$ cat config.mk
export PLATFORM = sky130hd
export DESIGN_NAME = shift_result_queue
export DESIGN_NICKNAME = d
export VERILOG_FILES = /design/src/rtl/shift_result_queue_pkg.sv /design/src/rtl/shift_result_queue_ptr.sv /design/src/rtl/shift_result_queue.sv
export SDC_FILE = /design/constraint.sdc
export NUM_CORES = 1
export LEC_CHECK = 0
export ABC_AREA = 1
export ABC_CLOCK_PERIOD_IN_PS = 6000
export BUFFER_PORTS_ARGS = -buffer_cell sky130_fd_sc_hd__clkbuf_2
export CAP_MARGIN = 10
export CORE_ASPECT_RATIO = 0.6
export CORE_UTILIZATION = 65
export CTS_BUF_LIST = sky130_fd_sc_hd__clkbuf_4 sky130_fd_sc_hd__clkbuf_8
export DETAILED_ROUTE_END_ITERATION = 12
export PLACE_DENSITY = 0.88
export SYNTH_ARGS = -nofsm -noshare
export SYNTH_HDL_FRONTEND = slang
export SYNTH_SLANG_ARGS = --single-unit
export TNS_END_PERCENT = 1
$ cat constraint.sdc
create_clock -name clk -period 6 [get_ports clk]
set_input_delay 0.6 -clock clk [delete_from_list [all_inputs] [get_ports clk]]
set_output_delay 0.6 -clock clk [all_outputs]
set_load 0.01 [all_outputs]
$ cat src/rtl/shift_result_queue_pkg.sv
// ============================================================================
// shift_result_queue_pkg
// Shared widths, the queued result entry, and pointer-width helpers for the
// shifter result queue.
// Revision: 1.0
// ============================================================================
`default_nettype none

package shift_result_queue_pkg;

  localparam int RESULT_W    = 64;
  localparam int RD_W        = 5;
  localparam int QUEUE_DEPTH = 4;

  typedef struct packed {
    logic [RESULT_W-1:0] data;
    logic [RD_W-1:0]     rd;
  } result_entry_t;

  function automatic int ptr_width(input int depth);
    return $clog2(depth);
  endfunction

  localparam int PTR_W = ptr_width(QUEUE_DEPTH);

  function automatic result_entry_t make_entry(input logic [RESULT_W-1:0] data,
                                               input logic [RD_W-1:0]     rd);
    result_entry_t e;
    e.data = data;
    e.rd   = rd;
    return e;
  endfunction

endpackage

`default_nettype wire

$ cat src/rtl/shift_result_queue_ptr.sv
// ============================================================================
// shift_result_queue_ptr
// Modulo-DEPTH pointer register; DEPTH is a power of two so wrap is natural.
// Revision: 1.0
// ============================================================================
`default_nettype none

module shift_result_queue_ptr #(
  parameter int DEPTH = 4,
  parameter int PTR_W = 2
) (
  input  logic             clk,
  input  logic             reset,
  input  logic             inc,
  output logic [PTR_W-1:0] ptr
);

  always_ff @(posedge clk or posedge reset) begin
    if (reset) begin
      ptr <= '0;
    end else if (inc) begin
      ptr <= ptr + PTR_W'(1);
    end
  end

endmodule

`default_nettype wire

$ cat src/rtl/shift_result_queue.sv
// ============================================================================
// shift_result_queue
// Circular FIFO of shifter results feeding the writeback port (valid/ready).
// Optional hazard query port enabled by SHIFT_RESULT_QUEUE_HAZARD_EN.
// Revision: 1.0
// ============================================================================
`default_nettype none

module shift_result_queue
  import shift_result_queue_pkg::*;
#(
  parameter int DEPTH  = QUEUE_DEPTH,
  parameter int DATA_W = RESULT_W,
  parameter int REG_W  = RD_W
) (
  input  logic                     clk,
  input  logic                     reset,
  input  logic                     in_valid,
  output logic                     in_ready,
  input  logic [DATA_W-1:0]        in_result,
  input  logic [REG_W-1:0]         in_rd,
  output logic                     wb_valid,
  input  logic                     wb_ready,
  output logic [DATA_W-1:0]        wb_data,
  output logic [REG_W-1:0]         wb_rd,
  output logic [$clog2(DEPTH):0]   count,
  output logic                     full,
  output logic                     empty
`ifdef SHIFT_RESULT_QUEUE_HAZARD_EN
  ,
  input  logic [REG_W-1:0]         query_rd,
  output logic                     query_hit
`endif
);

  localparam int AW = ptr_width(DEPTH);
  localparam int CW = AW + 1;

  logic [AW-1:0]  wr_ptr;
  logic [AW-1:0]  rd_ptr;
  logic           push;
  logic           pop;
  result_entry_t  mem [DEPTH];
  result_entry_t  head;

  assign full     = (count == CW'(DEPTH));
  assign empty    = (count == '0);
  assign in_ready = !full;
  assign wb_valid = !empty;

  // No pass-through on full and no pop on empty: handshakes gate on flags.
  assign push = in_valid && in_ready;
  assign pop  = wb_valid && wb_ready;

  shift_result_queue_ptr #(
    .DEPTH (DEPTH),
    .PTR_W (AW)
  ) u_wr_ptr (
    .clk   (clk),
    .reset (reset),
    .inc   (push),
    .ptr   (wr_ptr)
  );

  shift_result_queue_ptr #(
    .DEPTH (DEPTH),
    .PTR_W (AW)
  ) u_rd_ptr (
    .clk   (clk),
    .reset (reset),
    .inc   (pop),
    .ptr   (rd_ptr)
  );

  always_ff @(posedge clk) begin
    if (push) begin
      mem[wr_ptr] <= make_entry(in_result, in_rd);
    end
  end

  always_ff @(posedge clk or posedge reset) begin
    if (reset) begin
      count <= '0;
    end else begin
      case ({push, pop})
        2'b10:   count <= count + CW'(1);
        2'b01:   count <= count - CW'(1);
        default: count <= count;
      endcase
    end
  end

  assign head    = mem[rd_ptr];
  assign wb_data = empty ? '0 : head.data;
  assign wb_rd   = empty ? '0 : head.rd;

`ifdef SHIFT_RESULT_QUEUE_HAZARD_EN
  logic [DEPTH-1:0] occupied;
  logic [DEPTH-1:0] match;

  // Set and clear never collide: push and pop share an index only when the
  // queue is empty or full, and one of them is blocked in either case.
  always_ff @(posedge clk or posedge reset) begin
    if (reset) begin
      occupied <= '0;
    end else begin
      if (push) occupied[wr_ptr] <= 1'b1;
      if (pop)  occupied[rd_ptr] <= 1'b0;
    end
  end

  for (genvar i = 0; i < DEPTH; i++) begin : g_match
    assign match[i] = occupied[i] && (mem[i].rd == query_rd);
  end

  assign query_hit = |match;
`endif

endmodule

`default_nettype wire

==> metrics.txt, run 1 <==
DIE AREA=0.0192 sq mm; Initial DRC Count=761; I/O Buffers=148; status=finished, final reports clean; M1 wire length=10100 um; Die Span X=178 um; Synth Area in Compound Gates=0.0293; placed wire-length estimate=~14000 um; synthesized instance count=1148; leakage power=6.38 nW; Worst EP arrival=3.26 ns; total CTS buffers=41; Slew @ Worst Pin=1.04 ns; mapped cell area=0.0121 sq mm; unrepaired setup endpoints after global routing=false; post-synthesis sequential area ratio=0.698; Post-route DRC=0; flops & latches, synth=283; placer congestion estimate=~0.75; critical path class=reg2out; WL met2=12200 um; crit path capture type=output port; GRT Resource Usage Total=0.266; clock sinks=283; RR Startpoint=count[1]$_DFFE_PP0P_; IO Pins=149; Layout area overhead=13.9%; Via density=5.14; top routing layer in use=met4; Pwr Density=491 mW/mm^2; Max Clk Rate=259 MHz; initial antenna violation count=2; hold_ws=slightly above 0.3 ns; Synth Area in Simple Gates=0.151; synth warn=0; crit path from=u_rd_ptr.ptr[0]$_DFFE_PP0P_; synth top area cells=edfxtp_1 (68%), inv_1 (9.0%), nand2_1 (9.0%), nand3_1 (5.9%), a21oi_1 (2.8%); largest net degree at the start of global routing=98; CP Launch Type=flip-flop; DR WL met3=2500 um; # setup viols final=0; xor-xnor portion of the synthesized cell area=0.00144; fin crit share=0.643; peak supply drop=around 0.30 mV; DRT Pass-1 Iters=5; clock slew at reported path FFs=0.06 ns; ratio of cells with drive above 1 in the final layout=0.177; Vias=a little over 8000; clk_skew=0.0168 ns; Die H=108 um; core footprint=~0.018 sq mm; Netlist cell types=18; Post-CTS Setup Inserts=0; largest area contributor in the netlist=edfxtp_1; Max Slew Vio Count=0; Net Count, Synth=1227; drt wl/cell=16.0 um; CP max FO=97; final period demand of the worst path=3.86 ns; first-pass GRT wire length=between 30000 and 40000 um; nets@finish=1375; CTS tree=built; Final Hold Viols=0; Overflow after GRT=0; min-delay src=in_result[1]; MaxCap Viol Count=0; Crit path required time=5.40 ns; row cnt=38; vias in the first global route=7965; Total Wirelength=between 20000 and 30000 um; CTS H-tree lvls=2; top cell type's share of synthesized area=0.683; Root Driver=clkbuf_8; Setup TNS=0 ns; post-synthesis mux area share=0; latest clock arrival within the worst-skew pair=0.51 ns; Slew headroom=0.304; filler instances=1183; Synth Area in Adders=0.00681; worst hold path type=in2reg; CTS Buffer Depth=3; synthesized area per cell=approximately 11 sq um; largest family of logic cells by synthesized area=simple AND/OR/NAND/NOR gates; antenna-violating nets left=0; Starting Density=0.668
## critical path, cell delays in order, from the launching register on
cell	delay, ns
dfrtp_4	0.75
inv_4	0.85
buf_4	0.55
nand2_1	0.13
nand3_1	0.11
a21oi_1	0.08
clkbuf_2	0.19
## layout make-up
class | instances | area [sq um] | area share
multi-input cells | 518 | 2320 | 0.168
repair buffers | 158 | 818 | 0.0592
well taps | 240 | 300 | 0.0217
inverters | 294 | 1110 | 0.0800
clock buffers | 64 | 768 | 0.0556
diodes | 2 | 5.00 | 0.000362
flip-flops and latches | 283 | 8470 | 0.613
clock inverters | 8 | 37.5 | 0.00272
## final timing paths
path,end,slack (ns),cells after the start
hold / removal,mem[3][6]$_DFFE_PP_,0.30,1
setup / recovery,wb_data[15],2.14,6
max in group asynchronous,u_rd_ptr.ptr[0]$_DFFE_PP0P_,5.21,3
setup reg to reg,mem[1][43]$_DFFE_PP_,3.10,5
hold reg to reg,count[0]$_DFFE_PP0P_,0.50,1
min in group asynchronous,u_wr_ptr.ptr[1]$_DFFE_PP0P_,0.55,3
## per-layer routing
metal / global-route usage / vias to the layer above
li1: - / 3931
met1: 0.343 / 3731
met2: 0.447 / 355
met3: 0.0742 / 31
met4: 0.0666 / 0
met5: 0 / -
## synthesized netlist by cell type
cell        n
inv_1     291
nand2_1   290
edfxtp_1  276
nand3_1   144
a21oi_1    69
buf_2      35
clkbuf_1   11
dfrtp_1     7
ha_1        5
nor2_1      4
buf_4       3
buf_6       3
inv_2       3
o21ai_0     2
xnor2_1     2
buf_1       1
fa_1        1
nand4_1     1
## placed cells by master, fill, tap and decap left out
cell | netlist | layout
nand2_1 | 290 | 290
nor2_4 | 0 | 4
inv_1 | 291 | 291
nand4_1 | 1 | 1
a21oi_1 | 69 | 69
nand3_1 | 144 | 144
inv_4 | 0 | 1
clkinv_2 | 0 | 3
o21ai_0 | 2 | 2
xnor2_1 | 2 | 2
diode_2 | 0 | 2
dfrtp_1 | 7 | 5
clkbuf_4 | 0 | 18
ha_1 | 5 | 5
clkbuf_8 | 0 | 46
dfrtp_2 | 0 | 1
buf_4 | 3 | 9
edfxtp_1 | 276 | 276
clkbuf_2 | 0 | 148
clkinv_1 | 0 | 4
dlygate4sd3_1 | 0 | 1
clkinvlp_4 | 0 | 1
dfrtp_4 | 0 | 1
inv_2 | 3 | 2
fa_1 | 1 | 1
## report_power, final
part	switching, W	total [W]	leakage, nW	internal [W]
Combinational	0.00172	0.00251	3.33	0.000791
Clock	0.000693	0.00151	0.432	0.000812
Sequential	0.000166	0.00277	2.61	0.00261
## repair_timing
item                                    4_1_cts  5_1_grt
hold buffers                                  1        0
endpoints found under the setup margin        0        0
endpoints found under the hold margin         7        0
resized for setup                             0        0
## cell families (layout without fill, tap and decap cells)
group / Yosys count / in the layout
fa+ha+maj: 6 / 6
buf+inv: 347 / 524
simple gates: 439 / 439
other cells: 0 / 2
flops: 283 / 283
compound gates: 71 / 71
xor+xnor: 2 / 2
## flip-flops by register name, summed over array words and instances, names as in the netlist
signal,cells
mem,276
u_rd_ptr.ptr,2
count,3
u_wr_ptr.ptr,2
## through the flow
step / worst slack, ns / instances / power [W] / util / cell area [sq um]
2_1_floorplan: 1.72 / 1148 / 0.00444 / - / 12100
3_3_place_gp: 2.80 / 1492 / 0.00518 / 0.716 / 13000
3_5_place_dp: 2.73 / 1492 / 0.00530 / 0.716 / 13000
4_1_cts: 2.16 / 1565 / 0.00680 / 0.761 / 13800
5_1_grt: 1.98 / 1565 / 0.00718 / 0.761 / 13800
6_report: 2.14 / 1567 / 0.00679 / 0.761 / 13800
No activity file was read; power rests on OpenSTA's default activity.
==> run 2: changes to the inputs <==
--- a/config.mk
+++ b/config.mk
@@ -6,14 +6,14 @@
 export NUM_CORES = 1
 export LEC_CHECK = 0
 export ABC_AREA = 1
-export ABC_CLOCK_PERIOD_IN_PS = 6000
+export ABC_CLOCK_PERIOD_IN_PS = 3200
 export BUFFER_PORTS_ARGS = -buffer_cell sky130_fd_sc_hd__clkbuf_2
 export CAP_MARGIN = 10
 export CORE_ASPECT_RATIO = 0.6
-export CORE_UTILIZATION = 65
+export CORE_UTILIZATION = 54
 export CTS_BUF_LIST = sky130_fd_sc_hd__clkbuf_4 sky130_fd_sc_hd__clkbuf_8
 export DETAILED_ROUTE_END_ITERATION = 12
-export PLACE_DENSITY = 0.88
+export PLACE_DENSITY = 0.78
 export SYNTH_ARGS = -nofsm -noshare
 export SYNTH_HDL_FRONTEND = slang
 export SYNTH_SLANG_ARGS = --single-unit
==> constraint.sdc (replaced) <==
create_clock -name clk -period 3.2 [get_ports clk]
set_input_delay 0.32 -clock clk [delete_from_list [all_inputs] [get_ports clk]]
set_output_delay 0.32 -clock clk [all_outputs]
set_load 0.01 [all_outputs]
==> run 2 against run 1 <==
  * Die area grew 20%
  * Clock power grew 83%
  * Clock-buffer cell count shrank 1
  * Non-clock buffer count grew 71
  * Global-route usage shrank 3.0 points
  * Combinational power grew 98%
  * Largest cell class unchanged
  * Highest routed layer unchanged
  * Cell count grew 7.3%
  * Largest power group unchanged
  * Clock skew is essentially flat
  * Core utilization shrank 9.6 points
  * Register-to-register slack lost 2.1 ns
  * First-iteration DRC count shrank 28%
==> metrics.txt, run 2 (synthesis results as in run 1) <==
biggest regs=mem x276, count x3 (unchanged); DIE AREA=0.0231 sq mm (was 0.0192 sq mm); IO Pins=149 (unchanged); GRT Resource Usage Total=0.236 (was 0.266); row cnt=42 (was 38); Max Clk Rate=358 MHz; peak supply drop=0.568 mV (was 0.298 mV); fin cells=1681 (was 1567); CTS tree=built (unchanged); Setup TNS=0 ns (unchanged); Final Hold Viols=0 (unchanged); clock sinks=283 (unchanged); Initial DRC Count=545 (was 761); max FFs per register=276 (unchanged); Slew headroom=0.549 (was 0.304); fin crit share=0.873; Post-CTS Setup Inserts=0 (unchanged); Crit path required time=2.88 ns (was 5.40 ns); Biggest register=mem (unchanged); MaxCap Viol Count=0 (unchanged); clk_skew=0.0164 ns (was 0.0168 ns); Pwr Total=0.0129 W (was 0.00679 W); placed inst area=0.0132 sq mm (was 0.0130 sq mm); drt wl/cell=15.6 um (was 16.0 um); initial antenna violation count=0 (was 2); CP max FO=62 (was 97); final instance area=0.0146 sq mm (was 0.0138 sq mm); final period demand of the worst path=2.79 ns; most frequent cells in the layout=inv_1 (291), nand2_1 (290), edfxtp_1 (276), clkbuf_2 (148), nand3_1 (144) (unchanged); Pwr Density=881 mW/mm^2 (was 491 mW/mm^2); Layout area overhead=20.7% (was 13.9%); worst hold path type=in2reg (unchanged); Worst path slowest cell=dfrtp_4 (was inv_4); CTS H-tree lvls=2 (unchanged); hold_ws=0.0297 ns (was 0.304 ns); Slew @ Worst Pin=0.677 ns (was 1.04 ns); Cell Chain, Critical Path=buf_4, nand2_1, nand3_1, a21oi_1, clkbuf_2 (was inv_4, buf_4, nand2_1, nand3_1, a21oi_1, clkbuf_2); total CTS buffers=41 (unchanged); leakage power=6.69 nW (was 6.38 nW); filler instances=1655 (was 1183); CTS Buffer Depth=3 (unchanged); clock slew at reported path FFs=0.06 ns (about the same); GR Util met3=0.0524 (was 0.0742); ANT cells=0 (was 2); Root Driver=clkbuf_8 (unchanged); critical path class=reg2out (unchanged); placed wire-length estimate=14100 um (was 14200 um); DRT Pass-1 Iters=5 (unchanged); antenna-violating nets left=0 (unchanged); DP Cell Count=1542 (was 1492); Total Wirelength=26200 um (was 25000 um); vias in the first global route=8122 (was 7965); Die Span X=195 um (was 178 um); # setup viols final=0 (unchanged); nets@finish=1446 (was 1375); unrepaired setup endpoints after global routing=false (unchanged); I/O Buffers=148 (unchanged); status=finished, final reports clean (unchanged); Via density=4.91 (was 5.14); Die H=118 um (was 108 um); Starting Density=0.551 (was 0.668); Vias=8251 (was 8048); ratio of cells with drive above 1 in the final layout=0.168 (was 0.177); Top Usage Layer GRT=met2 (unchanged); Worst EP arrival=2.47 ns (was 3.26 ns); Post-route DRC=0 (unchanged); most common cell after layout, fill and taps aside=inv_1 (unchanged); Max Slew Vio Count=0 (unchanged); Worst path max stage delay=0.67 ns (was 0.85 ns); Overflow after GRT=0 (unchanged); crit path capture type=output port (unchanged); first-pass GRT wire length=42000 um (was 38700 um); latest clock arrival within the worst-skew pair=0.55 ns (was 0.51 ns); largest net degree at the start of global routing=71 (was 98); core footprint=0.0220 sq mm (was 0.0182 sq mm); placer congestion estimate=0.773 (was 0.751); met2 Resource Use GR=0.374 (was 0.447); CP Launch Type=flip-flop (unchanged); met1 Use GR=0.323 (was 0.343)
-- run 2: cell count changes in the layout (fill, tap and decap cells not counted), sizes merged --
cell	before	now
clkbuf	212	211
clkinv	7	8
clkinvlp	1	0
dlygate4sd3	1	68
buf	9	13
diode	2	0
-- run 2: worst paths after layout --
| kind | end | slack [ns] | cells after the start | startpoint |
|---|---|---|---|---|
| max in group asynchronous | u_rd_ptr.ptr[0]$_DFFE_PP0P_ | 2.66 | 3 | reset |
| setup / recovery | wb_data[43] | 0.41 | 5 | u_rd_ptr.ptr[0]$_DFFE_PP0P_ |
| min in group asynchronous | u_wr_ptr.ptr[0]$_DFFE_PP0P_ | 0.26 | 3 | reset |
| setup reg to reg | count[1]$_DFFE_PP0P_ | 0.97 | 7 | count[1]$_DFFE_PP0P_ |
| hold reg to reg | count[0]$_DFFE_PP0P_ | 0.50 | 1 | count[0]$_DFFE_PP0P_ |
| hold / removal | mem[3][24]$_DFFE_PP_ | 0.03 | 1 | in_result[19] |
-- run 2: layout make-up --
| class | count | area [sq um] | area share |
|---|---|---|---|
| sequential | 283 | 8470 | 0.579 |
| clock inverter | 8 | 32.5 | 0.00222 |
| clock buffer | 63 | 748 | 0.0511 |
| multi-input combinational | 518 | 2320 | 0.158 |
| tap | 286 | 358 | 0.0245 |
| timing repair buffer | 229 | 1610 | 0.110 |
| inverter | 294 | 1110 | 0.0756 |
-- run 2: layer usage --
metal,part of all wire,wire length [um]
met1,0.44,11600
met2,0.46,12100
met3,0.075,1960
met4,0.020,517
met5,0,0
-- run 2: worst max-delay path: cells and delay by family, from the launching register on --
family / cells / cell delay [ns]
compound gates: 1 / 0.10
buf+inv: 2 / 0.76
simple gates: 2 / 0.33
flops: 1 / 0.67
-- run 2: timing repair --
item | in CTS | in global routing
hold endpoints to repair | 267 | 0
resized for setup | 0 | 0
hold buffers | 68 | 0
-- run 2: through the flow --
step | setup slack [ns] | util
final | 0.406 | 0.665
after global placement | 1.06 | 0.598
after global routing | 0.239 | 0.665
after floorplan | -1.08 | -
after CTS | 0.426 | 0.665
after detailed placement | 0.976 | 0.598
-- run 2: power breakdown --
group | internal (W) | total [W] | switching, W
logic | 0.00164 | 0.00496 | 0.00332
clock network | 0.00148 | 0.00277 | 0.00129
registers | 0.00488 | 0.00516 | 0.000277
